[src/rtl/arcade_input_conditioner.sv]
// Control conditioning for the arcade cores: 2-FF sync + debounce per channel, coin pulse
// stretcher and vsync-committed video-mode sequencer. Define AUTOFIRE_EN to add autofire.
module arcade_input_conditioner #(
    parameter int                  CHANNELS          = 11,
    parameter int                  DEB_CYCLES        = 16,
    parameter int                  COIN_PULSE_CYCLES = 8,
    parameter int                  NUM_MODES         = 2,
    parameter int                  RESET_MODE        = 1,
    parameter logic [CHANNELS-1:0] AUTOFIRE_MASK     = '0,
    parameter int                  AUTOFIRE_DIV      = 4096
) (
    input  logic                clk_sys,
    input  logic                reset,
    input  logic [CHANNELS-1:0] ctrl_n_i,
    input  logic                mode_req_i,
    input  logic                vsync_i,
    input  logic                autofire_en_i,
    output logic [CHANNELS-1:0] ctrl_o,
    output logic                coin_o,
    output logic [2:0]          mode_o,
    output logic                scandoubler_disable_o,
    output logic [1:0]          scanlines_o
);
    localparam int DEB_W  = $clog2(DEB_CYCLES + 1);
    localparam int COIN_W = $clog2(COIN_PULSE_CYCLES + 1);

    logic [CHANNELS-1:0] r_sync_p0, r_sync_p1;
    logic [CHANNELS-1:0] r_deb_state;
    logic [DEB_W-1:0]    r_deb_cnt [CHANNELS];
    logic [CHANNELS-1:0] w_diff, w_deb_next;
    logic [COIN_W-1:0]   r_coin_cnt;
    logic                r_coin;
    logic                w_coin_rise;
    logic                r_vsync_d, r_req_d, r_pending;
    logic [2:0]          r_mode;
    logic                w_vs_edge, w_req_edge;

    // Stage 0/1: synchroniser, idles at the released (high) level
    always_ff @(posedge clk_sys) begin
        if (reset) begin
            r_sync_p0 <= '1;
            r_sync_p1 <= '1;
        end else begin
            r_sync_p0 <= ctrl_n_i;
            r_sync_p1 <= r_sync_p0;
        end
    end

    // Stage 2: debounce; state flips once the counter has already reached DEB_CYCLES
    always_comb begin
        w_diff     = '0;
        w_deb_next = r_deb_state;
        for (int i = 0; i < CHANNELS; i++) begin
            w_diff[i] = (~r_sync_p1[i]) != r_deb_state[i];
            if (w_diff[i] && (r_deb_cnt[i] == DEB_W'(DEB_CYCLES)))
                w_deb_next[i] = ~r_sync_p1[i];
        end
    end

    always_ff @(posedge clk_sys) begin
        if (reset) begin
            r_deb_state <= '0;
            for (int i = 0; i < CHANNELS; i++) r_deb_cnt[i] <= '0;
        end else begin
            r_deb_state <= w_deb_next;
            for (int i = 0; i < CHANNELS; i++) begin
                if (!w_diff[i] || (r_deb_cnt[i] == DEB_W'(DEB_CYCLES)))
                    r_deb_cnt[i] <= '0;
                else
                    r_deb_cnt[i] <= r_deb_cnt[i] + DEB_W'(1);
            end
        end
    end

    // Coin pulse is launched from the same edge that updates the debounced coin level
    assign w_coin_rise = w_deb_next[0] & ~r_deb_state[0];

    always_ff @(posedge clk_sys) begin
        if (reset) begin
            r_coin_cnt <= '0;
            r_coin     <= 1'b0;
        end else if (w_coin_rise && (r_coin_cnt == '0)) begin
            r_coin_cnt <= COIN_W'(COIN_PULSE_CYCLES);
            r_coin     <= 1'b1;
        end else if (r_coin_cnt != '0) begin
            r_coin_cnt <= r_coin_cnt - COIN_W'(1);
            r_coin     <= (r_coin_cnt != COIN_W'(1));
        end else begin
            r_coin     <= 1'b0;
        end
    end

    assign w_vs_edge  = vsync_i & ~r_vsync_d;
    assign w_req_edge = mode_req_i & ~r_req_d;

    // Mode steps at most once per frame, committed on the vsync rising edge
    always_ff @(posedge clk_sys) begin
        if (reset) begin
            r_vsync_d <= 1'b0;
            r_req_d   <= 1'b0;
            r_pending <= 1'b0;
            r_mode    <= 3'(RESET_MODE);
        end else begin
            r_vsync_d <= vsync_i;
            r_req_d   <= mode_req_i;
            if (w_vs_edge && (r_pending || w_req_edge)) begin
                r_mode    <= (r_mode == 3'(NUM_MODES - 1)) ? 3'd0 : r_mode + 3'd1;
                r_pending <= 1'b0;
            end else if (w_req_edge) begin
                r_pending <= 1'b1;
            end
        end
    end

`ifdef AUTOFIRE_EN
    localparam int                  AF_W    = (AUTOFIRE_DIV > 1) ? $clog2(AUTOFIRE_DIV) : 1;
    localparam logic [CHANNELS-1:0] AF_MASK = AUTOFIRE_MASK & ~CHANNELS'(1);

    logic [AF_W-1:0]     r_af_cnt [CHANNELS];
    logic [CHANNELS-1:0] r_af_phase;
    logic [CHANNELS-1:0] r_ctrl;

    // Stage 3: autofire gate; phase 0 (high) is always the first half-period of a burst
    always_ff @(posedge clk_sys) begin
        if (reset) begin
            r_ctrl     <= '0;
            r_af_phase <= '0;
            for (int i = 0; i < CHANNELS; i++) r_af_cnt[i] <= '0;
        end else begin
            for (int i = 0; i < CHANNELS; i++) begin
                if (AF_MASK[i] && autofire_en_i && w_deb_next[i]) begin
                    r_ctrl[i] <= ~r_af_phase[i];
                    if (r_af_cnt[i] == AF_W'(AUTOFIRE_DIV - 1)) begin
                        r_af_cnt[i]   <= '0;
                        r_af_phase[i] <= ~r_af_phase[i];
                    end else begin
                        r_af_cnt[i]   <= r_af_cnt[i] + AF_W'(1);
                    end
                end else begin
                    r_ctrl[i]     <= w_deb_next[i];
                    r_af_cnt[i]   <= '0;
                    r_af_phase[i] <= 1'b0;
                end
            end
        end
    end

    assign ctrl_o = r_ctrl;
`else
    logic w_unused_af;
    assign w_unused_af = autofire_en_i ^ (|AUTOFIRE_MASK) ^ (AUTOFIRE_DIV == 0);
    assign ctrl_o      = r_deb_state;
`endif

    assign coin_o                = r_coin;
    assign mode_o                = r_mode;
    assign scandoubler_disable_o = (r_mode == 3'd1);
    assign scanlines_o           = (r_mode >= 3'd2) ? 2'(r_mode - 3'd1) : 2'd0;

endmodule
[config.mk]
export PLATFORM = sky130hd
export DESIGN_NAME = arcade_input_conditioner
export DESIGN_NICKNAME = d
export VERILOG_FILES = /design/src/rtl/arcade_input_conditioner.sv
export SDC_FILE = /design/constraint.sdc
export NUM_CORES = 1
export LEC_CHECK = 0
export ABC_AREA = 1
export CORE_MARGIN = 2
export CORE_UTILIZATION = 53
export DETAILED_ROUTE_END_ITERATION = 10
export PLACE_DENSITY = 0.83
export SLEW_MARGIN = 30
export SYNTH_ARGS = -nofsm -noshare
export SYNTH_HDL_FRONTEND = slang
export SYNTH_SLANG_ARGS = --single-unit
[constraint.sdc]
create_clock -name clk_sys -period 1.3 [get_ports clk_sys]
set_input_delay 0.195 -clock clk_sys [delete_from_list [all_inputs] [get_ports clk_sys]]
set_output_delay 0.195 -clock clk_sys [all_outputs]
set_load 0.01 [all_outputs]
==> summary.txt <==
Status
  • Outcome: complete, but fails checks
  • Violated checks: negative setup slack

Synthesis
  • Syn_area_per_cell: 10.1 um2
  • EDFF count, synth: 55
  • Most common cell in the netlist: nor2_1
  • Sequential fraction of the synthesis area: 54.2%
  • Most common library cells after synthesis: 83 x nor2_1, 64 x inv_1, 55 x edfxtp_1, 44 x dfxtp_1, 39 x nand3_1
  • Asr flop ratio synth: 0%
  • Synth Flop Type: edfxtp_1
  • Largest area contributor in the netlist: edfxtp_1
  • Area contributors post-synth: edfxtp_1 35%, dfxtp_1 19%, ha_1 7.2%
  • Mapped Cells: 463
  • Post-Syn Area: 4670 um2
  • Number of synthesized register bits: 99
  • Yosys top cell area share: 35.3%
  • Synth unique cells: 30
  • Yosys warnings: 0

CTS
  • CTS Sinks: 99
  • Clk slew on worst S/H paths: roughly 90 ps
  • TritonCTS buffer count: 9
  • Clock latency on the worst-skew pair: around 370 ps
  • Hold buffers post-CTS: 0
  • Root buffer cell: clkbuf_8
  • Max Root-Sink Buffers: 2
  • H-tree levels: 3
  • CTS tree: built

Floorplanning
  • Die height: 97.9 um
  • Die ar.: 9580 um2
  • Rows: 34
  • Placeable Area: 8640 um2
  • I/O Pins: 34
  • Initial Util: 54.1%
  • Die X: 97.9 um

STA
  • Hold_ws: 385 ps
  • Max-slew violations: 0
  • Minimum clock period: 1530 ps
  • Setup repair after global routing missed its margin: true
  • Setup violations, final: 21
  • Setup ws final: -233 ps
  • Highest clock rate: 652 MHz
  • Clock Skew: 11.2 ps
  • Tcrit/Tclk final: 118%
  • Final Hold Fails: 0

Job
  • Max cap viols: 0

Critical path
  • Buffers and inverters on the worst path: 3
  • Critical path type: reg2out
  • R2R setup slack: -130 ps
  • CP required: 1110 ps
  • Endpoint class of the critical path: output pin
  • CP max FO: 2
  • R2R cell count: 11
  • Arrival time of the worst setup path: 1340 ps
  • Most frequent cell on the critical path: inv_2
  • R2R Path Start: mode_o[0]$_SDFFE_PP1P_
  • Largest stage delay on the critical path: ~340 ps
  • Critical path's slowest cell: dfxtp_2
  • Worst reg2reg path endpoint: mode_o[1]$_SDFFE_PP0P_
  • Cell chain of the critical path: inv_2 > ha_4 > inv_2 > a31oi_1 > buf_2
  • Startpoint types: flop
  • Crit path max-delay family: flip-flops
  • Critical Path Source: mode_o[0]$_SDFFE_PP1P_

Global route
  • Global-route wire length before repair: 13400 um
  • Total gr overflow: 0
  • Number of global-route vias before repair: between 3000 and 4000
  • Initial antenna violation count: 0
  • GRT Util Overall: between 10% and 20%
  • Pin count of the biggest net entering global routing: 18

Cells and area
  • Antenna diodes: 0
  • Post-route cell area: 6040 um2
  • Area growth from synthesis to layout: 29.2%
  • Final Net Count: between 600 and 700
  • Filler instances: 577
  • Share of post-route cells with drive strength above 1: approximately a quarter

Placement
  • Placement Cell Area: 5410 um2
  • GPL Wtd Cong: 0.794
  • IO Port Bufs: 32
  • Detail Placement HPWL: 5660 um

Route
  • Routed vias/inst: 4.75
  • Routed WL per cell: 12.4 um
  • Via count: between 3000 and 4000
  • Pre-Repair DR Iteration Count: 4
  • Final wirelength: 8700 um
  • Routed Antenna Nets: 0
  • DRC: 0
  • Iteration-0 DRC Markers: 117

Pwr
  • P_int: approximately 5100 uW
  • Net Sw Frac: between 20% and 30%
  • Clock power frac: 30.0%
  • LEAKAGE: 0.00257 uW
  • PD cells: 1150 nW/um2
  • Max IR drop VDD: 0.663 mV
  • Gate power share: between 15 and 20%
  • Reg power frac: 52.7%
  • Sw Pwr: 1860 uW

Hold path
  • Hold crit path type: in2reg
  • Worst Hold Depth: 2
  • Worst hold path startpoint: ctrl_n_i[1]
  • Hold endpoint: r_sync_p0[1]$_SDFF_PP1_
-- placed cells by master (no fill, tap or decap), types with 3 or more instances in the layout --
cell / synthesis / routed
clkdlybuf4s50_1: 0 / 14
nand3_4: 7 / 12
nor2_1: 83 / 76
edfxtp_1: 55 / 55
inv_1: 64 / 58
conb_1: 1 / 55
nand3_2: 3 / 12
ha_4: 0 / 6
clkbuf_8: 0 / 9
or2_2: 22 / 22
nand2_1: 25 / 21
xor2_1: 18 / 18
ha_1: 27 / 12
buf_6: 0 / 5
xnor2_1: 21 / 21
or2_1: 4 / 4
clkbuf_16: 0 / 3
buf_4: 0 / 27
dfxtp_1: 44 / 41
inv_2: 3 / 8
nand3_1: 39 / 25
a31oi_1: 12 / 12
ha_2: 0 / 9
dlygate4sd2_1: 0 / 14
a21oi_2: 2 / 6
nand2_4: 0 / 3
nor2_2: 2 / 9
o21ai_0: 13 / 11
-- area by class of cell --
cell class                      count  area [um2]  area share [%]
Sequential cell                    99        2540            42.1
Multi-Input combinational cell    346        2330            38.7
Timing Repair Buffer               64         557            9.22
Inverter                           67         254            4.21
Clock buffer                       14         206            3.42
Tap cell                          108         135            2.24
Clock inverter                      2        12.5           0.207
-- how the worst max path moves through the flow --
stage,end,slack [ps],cells after the start
2_1_floorplan,r_deb_cnt[0][0]$_SDFFCE_PN0P_,40,7
4_1_cts,scanlines_o[1],-220,5
3_3_place_gp,scanlines_o[1],-220,5
6_report,scanlines_o[1],-230,5
3_5_place_dp,scanlines_o[1],-250,5
5_1_grt,scanlines_o[1],-270,5
-- metrics by stage --
stage	power, uW	worst slack [ps]	utilization, %	TNS (ps)	cells
final	6950	-233	69.9	-1640	700
after global routing	7260	-269	69.9	-3140	700
after CTS	6810	-224	66.2	-596	690
after detailed placement	4740	-252	62.7	-8550	666
after global placement	4670	-218	62.7	-6860	666
after floorplan	4400	35.5	-	0	517
-- power groups by stage --
stage	clock network (uW)	logic [uW]	registers (uW)
floorplan	0	700	3700
global placement	0	970	3700
detailed placement	0	1020	3720
CTS	2110	1060	3650
global route	2220	1350	3690
finish	2080	1210	3660
-- registers in the layout, summed over array words and instances (netlist names) --
register and count:
r_sync_p1 11, coin_o 1, r_req_d 1, mode_o 3, r_vsync_d 1, r_pending 1
r_sync_p0 11, r_coin_cnt 4, ctrl_o 11, r_deb_cnt 55
-- cells by family (layout without fill, tap and decap cells) --
group / Yosys count / after routing / share of synthesized area [%]
and+or+nand+nor: 190 / 190 / 20.7
DFF: 99 / 99 / 54.2
buffers and inverters: 72 / 147 / 6.16
xor gates and xnor gates: 39 / 39 / 7.31
AOI/OAI and AO/OA: 35 / 35 / 4.36
adders and majority gates: 27 / 27 / 7.23
other: 1 / 55 / 0.0802
-- per-layer routing --
metal  part of all wire, %  global-route usage, %  vias to the layer above
met5                     0                      0                        -
met3                   2.7                   2.72                       14
met1                    43                   19.0                     1560
li1                      -                      -                     1693
met2                    52                   31.7                       55
met4                   2.0                   9.19                        0
-- timing repair --
item	4_1_cts	5_1_grt
endpoints found under the setup margin	46	66
buffers inserted	8	10
resized for setup	48	60
pin swaps	4	21
(Power assumes the default switching activity.)
